===== src/rtl/armleocpu_axi_lite_initiator.sv =====
// Single-outstanding AXI4-Lite manager: turns a simple request/response port into
// AXI4-Lite reads and writes, rejecting misaligned addresses without bus traffic.
module armleocpu_axi_lite_initiator #(
  parameter int ADDR_WIDTH = 16
) (
  input  logic                  clk,
  input  logic                  rst_n,

  input  logic                  req_valid,
  output logic                  req_ready,
  input  logic                  req_write,
  input  logic [ADDR_WIDTH-1:0] req_addr,
  input  logic [31:0]           req_wdata,
  input  logic [3:0]            req_wstrb,

  output logic                  resp_valid,
  output logic [31:0]           resp_rdata,
  output logic [1:0]            resp_resp,

  output logic [ADDR_WIDTH-1:0] AXI_AWADDR,
  output logic                  AXI_AWVALID,
  input  logic                  AXI_AWREADY,

  output logic [31:0]           AXI_WDATA,
  output logic [3:0]            AXI_WSTRB,
  output logic                  AXI_WVALID,
  input  logic                  AXI_WREADY,

  input  logic [1:0]            AXI_BRESP,
  input  logic                  AXI_BVALID,
  output logic                  AXI_BREADY,

  output logic [ADDR_WIDTH-1:0] AXI_ARADDR,
  output logic                  AXI_ARVALID,
  input  logic                  AXI_ARREADY,

  input  logic [31:0]           AXI_RDATA,
  input  logic [1:0]            AXI_RRESP,
  input  logic                  AXI_RVALID,
  output logic                  AXI_RREADY
);

  typedef enum logic [2:0] {
    IDLE,
    WRITE_REQ,
    WRITE_RESP,
    READ_REQ,
    READ_DATA,
    RESPOND
  } state_t;

  state_t state;
  logic   aw_done;
  logic   w_done;
  logic   aw_done_now;
  logic   w_done_now;

  // A channel counts as done if it completed earlier or handshakes this cycle.
  assign aw_done_now = aw_done | (AXI_AWVALID & AXI_AWREADY);
  assign w_done_now  = w_done  | (AXI_WVALID  & AXI_WREADY);
  assign req_ready   = (state == IDLE);

  always_ff @(posedge clk or negedge rst_n) begin
    if (!rst_n) begin
      state       <= IDLE;
      aw_done     <= 1'b0;
      w_done      <= 1'b0;
      resp_valid  <= 1'b0;
      resp_rdata  <= 32'd0;
      resp_resp   <= 2'b00;
      AXI_AWADDR  <= '0;
      AXI_AWVALID <= 1'b0;
      AXI_WDATA   <= 32'd0;
      AXI_WSTRB   <= 4'd0;
      AXI_WVALID  <= 1'b0;
      AXI_BREADY  <= 1'b0;
      AXI_ARADDR  <= '0;
      AXI_ARVALID <= 1'b0;
      AXI_RREADY  <= 1'b0;
    end else begin
      resp_valid <= 1'b0;
      case (state)
        IDLE: begin
          if (req_valid) begin
            resp_rdata <= 32'd0;
            if (req_addr[1:0] != 2'b00) begin
              resp_valid <= 1'b1;
              resp_resp  <= 2'b10;
              state      <= RESPOND;
            end else if (req_write) begin
              AXI_AWADDR  <= req_addr;
              AXI_WDATA   <= req_wdata;
              AXI_WSTRB   <= req_wstrb;
              AXI_AWVALID <= 1'b1;
              AXI_WVALID  <= 1'b1;
              aw_done     <= 1'b0;
              w_done      <= 1'b0;
              state       <= WRITE_REQ;
            end else begin
              AXI_ARADDR  <= req_addr;
              AXI_ARVALID <= 1'b1;
              state       <= READ_REQ;
            end
          end
        end
        WRITE_REQ: begin
          if (AXI_AWVALID && AXI_AWREADY) begin
            AXI_AWVALID <= 1'b0;
            aw_done     <= 1'b1;
          end
          if (AXI_WVALID && AXI_WREADY) begin
            AXI_WVALID <= 1'b0;
            w_done     <= 1'b1;
          end
          if (aw_done_now && w_done_now) begin
            AXI_BREADY <= 1'b1;
            state      <= WRITE_RESP;
          end
        end
        WRITE_RESP: begin
          if (AXI_BVALID && AXI_BREADY) begin
            AXI_BREADY <= 1'b0;
            resp_valid <= 1'b1;
            resp_resp  <= AXI_BRESP;
            resp_rdata <= 32'd0;
            state      <= RESPOND;
          end
        end
        READ_REQ: begin
          if (AXI_ARVALID && AXI_ARREADY) begin
            AXI_ARVALID <= 1'b0;
            AXI_RREADY  <= 1'b1;
            state       <= READ_DATA;
          end
        end
        READ_DATA: begin
          if (AXI_RVALID && AXI_RREADY) begin
            AXI_RREADY <= 1'b0;
            resp_valid <= 1'b1;
            resp_rdata <= AXI_RDATA;
            resp_resp  <= AXI_RRESP;
            state      <= RESPOND;
          end
        end
        RESPOND: state <= IDLE;
        default: state <= IDLE;
      endcase
    end
  end

endmodule


===== config.mk =====
export PLATFORM = sky130hd
export DESIGN_NAME = armleocpu_axi_lite_initiator
export DESIGN_NICKNAME = d
export VERILOG_FILES = /design/src/rtl/armleocpu_axi_lite_initiator.sv
export SDC_FILE = /design/constraint.sdc
export NUM_CORES = 1
export LEC_CHECK = 0
export BUFFER_PORTS_ARGS = -buffer_cell sky130_fd_sc_hd__buf_2
export CAP_MARGIN = 0
export CORE_MARGIN = 1.5
export CORE_UTILIZATION = 45
export CTS_CLUSTER_DIAMETER = 120
export CTS_CLUSTER_SIZE = 25
export DETAILED_ROUTE_END_ITERATION = 16
export PLACE_DENSITY_LB_ADDON = 0.2
export SYNTH_ARGS = -nofsm -noshare
export SYNTH_HDL_FRONTEND = slang
export SYNTH_SLANG_ARGS = --single-unit

===== constraint.sdc =====
create_clock -name clk -period 2.2 [get_ports clk]
set_input_delay 0.11 -clock clk [delete_from_list [all_inputs] [get_ports clk]]
set_output_delay 0.11 -clock clk [all_outputs]
set_load 0.01 [all_outputs]

**After elaboration in Yosys (flattened, before gate mapping)**

Cells that the tools add are included.

- Register bits: 113
- Bits in latches: 0
- Memory bits (writable): 0
- ROM bits: 0
- Input port bits: 97
- Output and inout port bits: 109
- Word-level logic and storage cells: 106
- Memories: 0

- $add $sub $neg: 0
- Multipliers: 0
- Divide/modulo/power cells: 0
- Magnitude comparators: 0
- Eq/ne operators: 15
- Shift operators: 0
- Multiplexer cells: 47
- Bitwise logic cells: 6
- Reductions and logical operators: 23

Operators by type and width:

| cell | count |
|---|---|
| 32-bit two-way mux | 3 |
| 32-bit one-hot mux with 3 select lines | 1 |
| 5-bit AND reduction | 5 |
| 1-bit two-way mux | 22 |
| 3-bit two-way mux | 6 |
| 2-bit inequality test (second input constant) | 9 |
| 3-bit one-hot mux with 5 select lines | 1 |
| 1-bit one-hot mux with 2 select lines | 7 |
| 4-bit AND reduction | 3 |
| 2-bit two-way mux | 5 |
| 2-bit nonzero test | 5 |
| 3-bit by 2-bit equality test with 1-bit output (second input constant) | 2 |
| 1-bit logical AND | 6 |
| 2-bit one-hot mux with 3 select lines | 1 |
| 3-bit AND reduction | 2 |
| 2-bit by 1-bit inequality test with 1-bit output (second input constant) | 2 |
| 3-bit by 1-bit equality test with 1-bit output (second input constant) | 1 |
| 3-bit equality test (second input constant) | 1 |
| 3-bit zero test | 1 |
| 1-bit one-hot mux with 3 select lines | 1 |
| 3-bit nonzero test | 1 |
| 1-bit AND | 2 |
| 1-bit inverter | 2 |
| 1-bit bitwise OR | 2 |

**Logic depth before layout (Yosys ltp)**

Gate-level depths: netlist (run 1).

- Depth after elaboration: 5
- Mapped depth: 7

**Worst setup path before layout (run 1)**

OpenSTA, ideal clock, no wires.

- Path type: register -> register
- From: reg state[2]
- To: reg AXI_ARADDR[10]
- Setup time: 0.127 ns
- Arrival time: 1.539 ns
- Required time: 2.073 ns
- Path slack: 0.534 ns
- Cell stages (with the launch flop): 7
- Clock period less this slack: 1.666 ns
- Cell sequence: dfrtp_1 -> buf_6 -> nor3_4 -> and4b_1 -> buf_4 -> buf_6 -> mux2_1

- Cells in the longest elaborated chain, start to end: 2

RTL lines:

| what | line | text |
|---|---|---|
| from (decl) | 52 | `state_t state;` |
| from (signal assigned) | 65 | `state <= IDLE;` |
| from (signal assigned) | 89 | `state <= RESPOND;` |
| from (signal assigned) | 98 | `state <= WRITE_REQ;` |
| 3-bit zero test | - |  |
| named net req_ready | 10 | `output logic req_ready,` |
| 4-bit AND reduction (no line) | - |  |
| to (signal assigned) | 100 | `AXI_ARADDR <= req_addr;` |
| to (decl) | 33 | `output logic [ADDR_WIDTH-1:0] AXI_ARADDR,` |

The timed path passes the listed nets, and every way through them passes these cells.
A chain may end at the register's enable or synchronous reset.

**Worst setup path after layout (run 1)**

- From: reg state[1]
- To: reg resp_resp[1]

- Cells in the longest elaborated chain, start to end: 3

RTL lines:

| what | line | text |
|---|---|---|
| 3-bit equality test, or another cell as far along | 82 | `case (state)` |
| 2-bit inequality test (no line), or another cell as far along | - |  |
| 5-bit AND reduction (no line) | - |  |
| to (signal assigned) | 70 | `resp_resp <= 2'b00;` |
| to (signal assigned) | 88 | `resp_resp <= 2'b10;` |
| to (signal assigned) | 124 | `resp_resp <= AXI_BRESP;` |
| to (decl) | 18 | `output logic [1:0] resp_resp,` |

Several ways; a longest one is shown, not always the timed one.

==> impl_summary.md, run 1 <==
Global routing
Summed over all layers, the global routing overflow is 0. Global routing used 22.7% of the available tracks. The number of antenna violations at the first check in global routing is 0. The pin count of the biggest net entering global routing is 44.

The first-pass GRT wire length is 18.1 mm. The via count of the first global-routing pass is 3,728.

Power and ir drop
In this run the power density over the cells is 1170 mW/mm^2. The sequential cell fraction of total power is 38.9%. VDD sags by at most 0.718 mV.

Summed over all cells, the static leakage comes to 3.85 nW. In this run, the combinational gates consume 30.9% of the power. Of the total power, the share spent switching nets is 30.4%. Per report_power, the clock group accounts for 30.2% of the total. The switching power is 2.53 mW. Internal power comes to 5.77 mW.

Placed design
The number of buffer cells added on primary ports is 205. The HPWL after detailed placement is 7.16 mm. Summing all placed instances gives a cell area of 0.00563 mm^2.

The congestion estimate from routability-driven global placement came to 0.822.

Final layout
The finished cells cover 0.00711 mm^2. The share of post-route cells with drive strength above 1 is 49.5%. The post-layout utilization of the core is 73.1%.

After the last flow step, the layout net total stands at 700. The signed area change from the synthesized netlist to the final layout is 58.5%. The antenna diode instance count is 0. The number of inserted filler cells in the final layout is 627.

Clock network
TritonCTS built the clock tree. The library cell used as clock root buffer is clkbuf_8. The maximum level of the CTS H-tree is 4.

In this run the deepest clock path goes through 2 buffers. The clock drives 113 sinks. The number of buffers created by CTS is 17. The clock-pin transition on the worst setup and hold timing paths is 0.05 ns.

The insertion delay of the later-clocked pin in the worst-skew pair is 0.50 ns. The number of setup buffers added after CTS is 0.

Logic synthesis
Synthesis produced a netlist with a net count of 393. After synthesis the netlist holds a flip-flop and latch count of 113. Counting distinct cell types in the post-synthesis netlist gives 35. The dominant cell by count in the synthesized netlist is dfrtp_1. The cell area after synthesis is 0.00449 mm^2. Counting flops with a built-in enable in the synthesized netlist gives 0. In the synthesized netlist the dominant register cell turns out to be dfrtp_1.

The share of flip-flops with an asynchronous set or reset is 100%. Sorting the synthesized cells by how often they occur yields 113 x dfrtp_1, 34 x mux2_4, 32 x a22o_1. The count of warnings emitted by yosys is 0. The top cell type by area accounts for 63.0% of the synthesized area. The library cell with the largest summed area after synthesis is dfrtp_1. The sequential cell area fraction in the yosys report is 63.0%. The cell count after synthesis is 296. In this run the mean area of a mapped cell was 15.2 um^2. In the post-synthesis netlist, the biggest area contributors are dfrtp_1 63%, mux2_4 11%, mux2_2 6.3%.

Routing
The average vias per placed instance is 4.81. After detailed routing, the met3 layer carries 931 um of wire. The average wire per cell in the routed design is 16.0 um. The highest routing layer actually used is met4. The detailed router placed 3,595 vias in this run. The total routed wirelength is 11.9 mm. The remaining antenna violation count after routing is 0. The DRC violation count after routing is 0. Wire segments on met2 add up to 5.86 mm in the final route. The first routing iteration left 96 violations. In the final routing, the length of wire on met1 measures 5.01 mm.

The number of detailed-routing iterations run before antenna repair is 4.

STA
The clock arrives with 0.00868 ns of skew. After routing, the total negative slack on setup checks comes to 0 ns. The relative slew slack is 63.0%.

Hold is met by 0.147 ns. Setup repair after global routing left no endpoint under its margin. The max-slew violation count is 0. The clock period could shrink to 1.87 ns. Of the available clock period, the critical path in the final layout requires 84.9%. For the pin with the worst max-slew slack, the measured transition is 0.555 ns. Setup violations remaining at the end of the flow were counted as 0. Derived from the worst setup path, the maximum achievable clock frequency is 535 MHz. The number of failing hold endpoints at the final stage is 0.

Setup path
The number of cells on the worst reg-to-reg path is 4. The biggest fanout along the worst timing path is 12. The kind of end point of the critical path is a flip-flop. The worst setup path is launched from a flip-flop. Data on the critical path is required at its endpoint by 2.58 ns. The critical path class is reg -> reg. For the worst setup path, the data arrival time is 2.25 ns.

Die
The region available for standard cell placement spans 0.00973 mm^2. In this run the vertical extent of the chip is 103 um. From left edge to right edge, the die measures 103 um. The floorplan has 36 rows. The overall die area is 0.0106 mm^2. Pin placement for this block handled 206 I/O pins. Once the floorplan was initialized, standard cells occupied 46.1% of the core.

Hold path
The classification of the worst-slack hold path is in -> reg. The worst hold path depth is 5.

Status
The flow ran to the end, and the final reports show no timing, DRC or antenna violations.

Run
The max-capacitance violation count is 0.
==> final cells by class <==
type,instances,area [um^2],area share [%]
repair buffers,305,2040,28.6
inverters,7,26.3,0.369
clock inverters,9,83.8,1.18
well taps,133,166,2.34
clock buffers,21,469,6.60
multi-input cells,159,1500,21.1
flip-flops and latches,113,2830,39.7
==> per-stage QoR <==
step	std cells	total power, mW	worst slack [ns]
after global routing	747	8.80	0.252
after CTS	747	8.34	0.324
final	747	8.30	0.331
after global placement	624	5.57	0.516
after floorplan	296	4.63	0.534
after detailed placement	624	5.64	0.464
==> layout by cell type, fill, tap and decap left out, drive strengths merged, types with 5 or more instances in the layout <==
master	synthesis	final
dlygate4sd3	0	93
dfrtp	113	113
mux2	65	65
nor2	5	5
clkbuf	0	21
nand2	13	13
buf	17	212
a21oi	7	7
inv	7	7
a22o	32	32
nand3	5	5
==> layer usage <==
metal	track usage, %	vias up
li1	-	1673
met1	27.3	1757
met2	37.9	149
met3	8.75	16
met4	7.28	0
met5	0	-
==> power by group through the flow <==
stage | Clock, mW | Combinational, mW | Sequential (mW)
floorplan | 0 | 1.15 | 3.48
global placement | 0 | 2.37 | 3.21
detailed placement | 0 | 2.41 | 3.22
CTS | 2.56 | 2.57 | 3.22
global route | 2.68 | 2.79 | 3.34
finish | 2.51 | 2.56 | 3.23
==> repair_timing <==
item / CTS / global route
resized for setup: 0 / 0
hold buffers: 93 / 0
hold endpoints to repair: 148 / 0
==> cells by family after synthesis <==
logic type | after synthesis | synth area share [%]
AO/OA/AOI/OAI | 50 | 8.67
flip-flops | 113 | 63.0
multiplexers | 66 | 19.4
buffers and inverters | 24 | 3.57
AND/OR/NAND/NOR | 43 | 5.41
==> flip-flops by register name, summed over array words and instances (netlist names) <==
signal	flops
AXI_WSTRB	4
AXI_WVALID	1
aw_done	1
AXI_BREADY	1
resp_valid	1
AXI_ARVALID	1
w_done	1
AXI_AWVALID	1
AXI_RREADY	1
resp_resp	2
state	3
AXI_AWADDR	16
AXI_ARADDR	16
AXI_WDATA	32
resp_rdata	32
==> path summary, 6_finish.rpt <==
check | slack [ns] | start | end
max in group asynchronous | 1.20 | rst_n | resp_rdata[16]$_DFFE_PN0P_
max | 0.33 | state[1]$_DFFE_PN0P_ | resp_resp[1]$_DFFE_PN0P_
min in group asynchronous | 0.19 | rst_n | resp_rdata[25]$_DFFE_PN0P_
max reg2reg | 0.33 | state[1]$_DFFE_PN0P_ | resp_resp[1]$_DFFE_PN0P_
min | 0.15 | req_addr[1] | state[2]$_DFFE_PN0P_
min reg2reg | 0.48 | AXI_ARADDR[12]$_DFFE_PN0P_ | AXI_ARADDR[12]$_DFFE_PN0P_
==> worst max-delay path: stages (launching register included) <==
cell and delay (ns):
dfrtp_1 0.59, nor2b_1 0.28, a21oi_1 0.09, dlygate4sd3_1 0.55, mux2_2 0.25
No activity file was read; power rests on OpenSTA's default activity.
==> run 2, diff against run 1 <==
--- a/config.mk
+++ b/config.mk
@@ -8,7 +8,7 @@
 export BUFFER_PORTS_ARGS = -buffer_cell sky130_fd_sc_hd__buf_2
 export CAP_MARGIN = 0
 export CORE_MARGIN = 1.5
-export CORE_UTILIZATION = 45
+export CORE_UTILIZATION = 42
 export CTS_CLUSTER_DIAMETER = 120
 export CTS_CLUSTER_SIZE = 25
 export DETAILED_ROUTE_END_ITERATION = 16
==> constraint.sdc (replaced) <==
create_clock -name clk -period 1.64 [get_ports clk]
set_input_delay 0.082 -clock clk [delete_from_list [all_inputs] [get_ports clk]]
set_output_delay 0.082 -clock clk [all_outputs]
set_load 0.01 [all_outputs]
==> impl_summary.md, run 2 (synthesis results as in run 1) <==
Setup path
The data arrival time of the worst path came to 1.99 ns (-0.26 ns). The register-to-register setup slack is 0.03 ns (-0.30 ns). The start of the worst register-to-register path is state[2]$_DFFE_PN0P_. The biggest fanout along the worst timing path was 21 (+9).

The worst setup path is captured at a flip-flop. The endpoint required time on the critical path is 2.03 ns (-0.55 ns). The number of cells on the worst reg-to-reg path is 5 (+1). The worst setup path is launched from a flip-flop. The endpoint identified for the worst register-to-register timing path is AXI_WDATA[26]$_DFFE_PN0P_. The critical path class is reg -> reg.

Clock network
The library cell used as clock root buffer is clkbuf_8. The clock tree from TritonCTS is done. The insertion delay of the later-clocked pin in the worst-skew pair is 0.51 ns (about the same). The number of clock sinks is 113 (unchanged). The maximum level of the CTS H-tree was 4 (unchanged). The number of buffers created by CTS is 17 (unchanged). The clock-pin transition on the worst setup and hold timing paths is 0.06 ns (about the same). The maximum buffer depth of the clock tree came to 2 (unchanged).

Final layout
The share of post-route cells with drive strength above 1 came to 50.1% (+0.57 points). The library cells used most frequently in the layout, excluding fill and tap cells, are 204 x buf_2, 112 x dfrtp_1, 93 x dlygate4sd3_1, 34 x mux2_4, 32 x a22o_1. The antenna diode instance count came to 0 (unchanged). The largest registers in the layout are AXI_WDATA: 32 flops, resp_rdata: 32 flops.

The most common cell after layout, fill and taps aside is buf_2. The number of nets in the layout was 707 (+1.0%). The final standard cell area without fillers was 0.00731 mm^2 (+2.8%). The non-filler instance count after layout is 759 (+1.6%). The area growth from synthesis to layout is 62.9%.

Run
The max-capacitance violation count is 0 (unchanged).

Placed design
The last weighted congestion value of the routability-driven placer is 0.783 (-4.7%). The cell area after placement is 0.00572 mm^2 (+1.6%). The placed cell count is 632 (+1.3%).

The HPWL after detailed placement came to 7.19 mm (+0.44%). The number of buffer cells added on primary ports is 205 (unchanged).

Routing
The total routed wirelength is 12.0 mm (+0.12%). The total number of vias came to 3,676 (+2.3%). The average wire per cell in the routed design is 15.8 um (-1.5%). The detailed router's first-iteration violation count came to 176 (+83%). The number of detailed-routing iterations run before antenna repair came to 6 (+2). The remaining antenna violation count after routing was 0 (unchanged). The average vias per placed instance came to 4.84 (+0.64%). The DRC violation count after routing came to 0 (unchanged).

Global routing
The global routing usage summed across all routing layers is 21.3% (-1.4 points). The pin count of the biggest net entering global routing is 49 (+11%). The number of antenna violations at the first check in global routing is 0 (unchanged). The total global routing overflow is 0 (unchanged). The via count of the first global-routing pass is 3,740 (+0.32%). The first-pass GRT wire length came to 18.7 mm (+3.2%).

Power and ir drop
The worst vdd rail ir drop is 0.926 mV (+29%). The leakage power figure was 3.93 nW (+2.2%). The cell area power density was 1610 mW/mm^2 (+38%).

The overall power was 11.8 mW (+42%).

STA
The max-slew violation count is 0 (unchanged). The portion of the clock cycle consumed by the worst path in the final layout is 98.0% (+13 points). The maximum clock frequency is 622 MHz (+16%). The smallest hold slack is 0.0669 ns (-0.0798 ns).

The shortest clock period the worst path allows after layout is 1.61 ns (-0.262 ns). The transition time of the tightest slew-check pin came to 0.441 ns (-0.114 ns). The number of failing hold endpoints at the final stage was 0 (unchanged). The relative slew slack was 70.5% (+7.5 points). The clock skew is 0.00530 ns (-0.00339 ns). The total of endpoints with negative setup slack in the final report is 0 (unchanged).

Die
The floorplan die height came to 106 um (+3.4%). The width of the die is 106 um (+3.4%). The starting utilization of the core area was 43.3% (-2.9 points). The row count came to 37 (+2.8%). The core box area is 0.0104 mm^2 (+6.6%). The count of boundary I/O pins came to 206 (unchanged).

The overall die area is 0.0113 mm^2 (+6.9%).

Status
The flow ran to the end, and the final reports show no timing, DRC or antenna violations.

Hold path
The tightest min-delay check is of the in -> async type.
-- run 2: cell types whose count changed in the layout (fill, tap and decap cells not counted), moves of 2 or more --
cell       change
buf_6          +2
buf_12         +3
bufinv_16      +4
clkbuf_8       -3
clkbuf_1       +4
-- run 2: how the worst max path moves through the flow --
stage                         startpoint                    endpoint  slack, ns  cells past startpoint
detailed placement  state[1]$_DFFE_PN0P_   AXI_WDATA[24]$_DFFE_PN0P_       0.06                      4
global placement    state[1]$_DFFE_PN0P_   AXI_WDATA[25]$_DFFE_PN0P_       0.06                      4
finish              state[2]$_DFFE_PN0P_   AXI_WDATA[26]$_DFFE_PN0P_       0.03                      5
CTS                 state[1]$_DFFE_PN0P_   AXI_WDATA[24]$_DFFE_PN0P_       0.01                      4
global route        state[1]$_DFFE_PN0P_   AXI_WDATA[26]$_DFFE_PN0P_      -0.02                      5
floorplan           state[2]$_DFFE_PN0P_  AXI_ARADDR[10]$_DFFE_PN0P_       0.04                      6
-- run 2: routing by layer --
layer	wire length (um)	global-route usage [%]	part of all wire (%)
met1	5220	27.9	44
met2	5650	33.2	47
met3	966	7.54	8.1
met5	0	0	0
met4	133	6.56	1.1
-- run 2: area by class of cell --
| class | instances | area, um^2 |
|---|---|---|
| Clock buffer | 22 | 443 |
| Clock inverter | 10 | 183 |
| Fill cell | 700 | 3060 |
| Inverter | 7 | 26.3 |
| Multi-Input combinational cell | 159 | 1510 |
| Sequential cell | 113 | 2830 |
| Tap cell | 136 | 170 |
| Timing Repair Buffer | 312 | 2150 |
-- run 2: repair_timing --
item                                    CTS  global route
gates resized for setup                   0             5
endpoints found under the setup margin    0            83
endpoints found under the hold margin   220             0
hold buffers                             93             0
setup buffers                             0             1
-- run 2: report_power, final --
group          leakage, nW  switching (mW)  total (mW)  internal, mW
Combinational         2.16            1.61        3.59          1.98
Clock                0.295            1.24        3.89          2.65
Sequential            1.47           0.563        4.29          3.73
Total                 3.93            3.42        11.8          8.36
-- run 2: metrics by stage --
stage / setup slack (ns) / util (%) / TNS [ns]
2_1_floorplan: 0.0372 / - / 0
3_3_place_gp: 0.0615 / 55.2 / 0
3_5_place_dp: 0.0601 / 55.2 / 0
4_1_cts: 0.0138 / 70.2 / 0
5_1_grt: -0.0207 / 70.5 / -0.132
6_report: 0.0334 / 70.5 / 0
-- run 2: worst max-delay path, stage by stage (launching register included) --
cell       delay [ns]
dfrtp_1          0.48
nor3_4           0.19
nand4_1          0.12
buf_6            0.16
clkbuf_16        0.20
mux2_4           0.32
==> run 3, diff against run 2 <==
--- a/config.mk
+++ b/config.mk
@@ -8,7 +8,7 @@
 export BUFFER_PORTS_ARGS = -buffer_cell sky130_fd_sc_hd__buf_2
 export CAP_MARGIN = 0
 export CORE_MARGIN = 1.5
-export CORE_UTILIZATION = 42
+export CORE_UTILIZATION = 45
 export CTS_CLUSTER_DIAMETER = 120
 export CTS_CLUSTER_SIZE = 25
 export DETAILED_ROUTE_END_ITERATION = 16
==> constraint.sdc (replaced) <==
create_clock -name clk -period 1.7 [get_ports clk]
set_input_delay 0.085 -clock clk [delete_from_list [all_inputs] [get_ports clk]]
set_output_delay 0.085 -clock clk [all_outputs]
set_load 0.01 [all_outputs]
==> impl_summary.md, run 3 (synthesis results as in run 1) <==
Setup path
The endpoint required time on the critical path came to 2.08 ns (+0.05 ns). The worst setup path is captured at a flip-flop. The data arrival time of the worst path is 1.99 ns (about the same).

The worst setup path is launched from a flip-flop. The start of the worst register-to-register path is state[1]$_DFFE_PN0P_. The biggest fanout along the worst timing path is 20 (-4.8%). The number of cells on the worst reg-to-reg path is 4 (-1). The critical path class is reg -> reg. In this run the critical register-to-register path is captured at AXI_WDATA[31]$_DFFE_PN0P_. The register-to-register setup slack was 0.09 ns (+0.06 ns).

Placed design
The cell area after placement is 0.00570 mm^2 (-0.33%). The number of buffer cells added on primary ports is 205 (unchanged). The last weighted congestion value of the routability-driven placer was 0.839 (+7.1%). The pre-CTS worst setup slack is 0.0745 ns (+0.0145 ns). The HPWL after detailed placement is 7.60 mm (+5.6%).

Routing
The number of detailed-routing iterations run before antenna repair is 4 (-2). The average vias per placed instance is 4.82 (-0.42%). The detailed router's first-iteration violation count was 118 (-33%).

The total routed wirelength was 12.2 mm (+2.3%). The DRC violation count after routing is 0 (unchanged). The average wire per cell in the routed design is 16.2 um (+2.7%). The remaining antenna violation count after routing is 0 (unchanged).

The total number of vias is 3,646 (-0.82%).

Global routing
The pin count of the biggest net entering global routing came to 37 (-24%). The global routing usage summed across all routing layers came to 23.3% (+2.0 points). The total global routing overflow is 0 (unchanged). The number of antenna violations at the first check in global routing came to 0 (unchanged).

The first-pass GRT wire length is 18.6 mm (-0.70%). The via count of the first global-routing pass is 3,745 (+0.13%).

Hold path
The path class of the tightest hold or removal check is in -> reg. The worst hold path startpoint is req_valid. The worst hold path was traced through 3 stages.

The path with the worst hold slack has its endpoint at state[2]$_DFFE_PN0P_.

Die
The floorplan die height is 103 um (-3.3%). The core box area is 0.00973 mm^2 (-6.2%). The width of the die is 103 um (-3.3%). The row count was 36 (-2.7%). The starting utilization of the core area was 46.1% (+2.9 points).

The overall die area was 0.0106 mm^2 (-6.5%). The count of boundary I/O pins is 206 (unchanged).

STA
The total of endpoints with negative setup slack in the final report is 0 (unchanged). The shortest clock period the worst path allows after layout is 1.61 ns (+0.00168 ns). The worst setup margin is 0.0917 ns (+0.0583 ns). The clock skew came to 0.00689 ns (+0.00160 ns). The relative slew slack is 67.5% (-3.0 points). Setup repair after global routing left no endpoint under its margin.

The summed negative setup slack over all endpoints is 0 ns (unchanged). The transition time of the tightest slew-check pin is 0.487 ns (+0.0457 ns). The maximum clock frequency is 622 MHz (-0.10%). The number of failing hold endpoints at the final stage is 0 (unchanged). The max-slew violation count is 0 (unchanged). The portion of the clock cycle consumed by the worst path in the final layout is 94.6% (-3.4 points).

Power and ir drop
The cell area power density is 1530 mW/mm^2 (-5.0%). The worst vdd rail ir drop is 0.869 mV (-6.2%). The switching power is 3.39 mW (-0.72%).

The relative contribution of the clock network to total power is 31.0% (-2.1 points). The sequential cell fraction of total power is 37.6% (+1.2 points). The design internal power is 7.65 mW (-8.5%). The fraction of power spent switching nets is 30.7% (+1.7 points).

The portion of total power attributed to combinational logic was 31.5% (+1.0 points). The leakage power figure is 3.90 nW (-0.75%).

Final layout
In the layout the commonest cells are 204 x buf_2, 112 x dfrtp_1, 92 x dlygate4sd3_1, 34 x mux2_4, 32 x a22o_1. The number of inserted filler cells in the final layout is 658 (-6.0%). The signed area change from the synthesized netlist to the final layout is 60.7%. The largest registers in the layout are AXI_WDATA: 32 flops, resp_rdata: 32 flops. The antenna diode instance count is 0 (unchanged). Leaving out fill and tap cells, the most frequent cell in the layout is buf_2. The number of nets in the layout was 707 (unchanged).

The share of post-route cells with drive strength above 1 was 50.9% (+0.80 points). The final standard cell area without fillers was 0.00722 mm^2 (-1.3%).

Run
The max-capacitance violation count is 0 (unchanged).

Clock network
The clock tree from TritonCTS is done. The post-CTS repair timing setup buffer count is 0 (unchanged). The maximum level of the CTS H-tree is 4 (unchanged). The number of clock sinks is 113 (unchanged). The maximum buffer depth of the clock tree is 2 (unchanged). The clock-pin transition on the worst setup and hold timing paths is 0.06 ns (about the same). The number of buffers created by CTS came to 17 (unchanged). The library cell used as clock root buffer is clkbuf_8. The insertion delay of the later-clocked pin in the worst-skew pair was 0.50 ns (about the same).

Status
The run finished with clean final reports.
[run 3: cell count changes in the layout (fill, tap and decap cells not counted), sizes merged]
cell	delta
buf	+2
clkinv	+3
inv	+2
clkbuf	-3
dlygate4sd3	-1
bufinv	-3
[run 3: timing repair]
item                                    CTS  global route
hold buffers                             92             0
resized for setup                         0             4
endpoints found under the setup margin    0            17
endpoints found under the hold margin   189             0
[run 3: worst max-delay path by stage]
stage | start | endpoint | depth (start not counted)
2_1_floorplan | state[2]$_DFFE_PN0P_ | AXI_ARADDR[10]$_DFFE_PN0P_ | 6
3_3_place_gp | state[1]$_DFFE_PN0P_ | AXI_WDATA[31]$_DFFE_PN0P_ | 4
3_5_place_dp | state[1]$_DFFE_PN0P_ | AXI_AWADDR[13]$_DFFE_PN0P_ | 4
4_1_cts | state[1]$_DFFE_PN0P_ | AXI_AWADDR[12]$_DFFE_PN0P_ | 4
5_1_grt | state[1]$_DFFE_PN0P_ | AXI_WDATA[31]$_DFFE_PN0P_ | 4
6_report | state[1]$_DFFE_PN0P_ | AXI_WDATA[31]$_DFFE_PN0P_ | 4
[run 3: power by group through the flow]
stage,Clock [mW],Sequential (mW),Combinational [mW]
floorplan,0,4.51,1.48
global placement,0,4.11,3.19
detailed placement,0,4.14,3.27
CTS,3.48,4.13,3.45
global route,3.64,4.26,3.78
finish,3.42,4.14,3.47
[run 3: critical path, cell delays in order, from the launching register on]
cell and delay (ns):
dfrtp_2 0.48, nor3_4 0.20, nand4_1 0.20, buf_4 0.29
mux2_4 0.32
[run 3: metrics by stage]
stage / hold WS, ns / instances / util, % / power [mW]
finish: 0.0313 / 756 / 74.2 / 11.0
global route: 0.0404 / 756 / 74.2 / 11.7
CTS: 0.00725 / 756 / 74.0 / 11.1
detailed placement: 0.0876 / 632 / 58.6 / 7.41
global placement: 0.0712 / 632 / 58.6 / 7.30
floorplan: -0.211 / 296 / - / 5.99
[run 3: final cells by class]
type	count	area (um^2)	share of cell area, %
clock buffers	20	445	6.17
clock inverters	12	133	1.84
inverters	7	26.3	0.364
multi-input cells	159	1520	21.0
flip-flops and latches	113	2830	39.2
well taps	133	166	2.31
repair buffers	312	2100	29.1
[run 3: layer usage]
layer | GRT usage, % | share of wire (%) | up-vias
li1 | - | - | 1696
met1 | 27.9 | 42 | 1756
met2 | 39.0 | 49 | 174
met3 | 8.00 | 7.4 | 20
met4 | 8.84 | 1.8 | 0
met5 | 0 | 0 | -
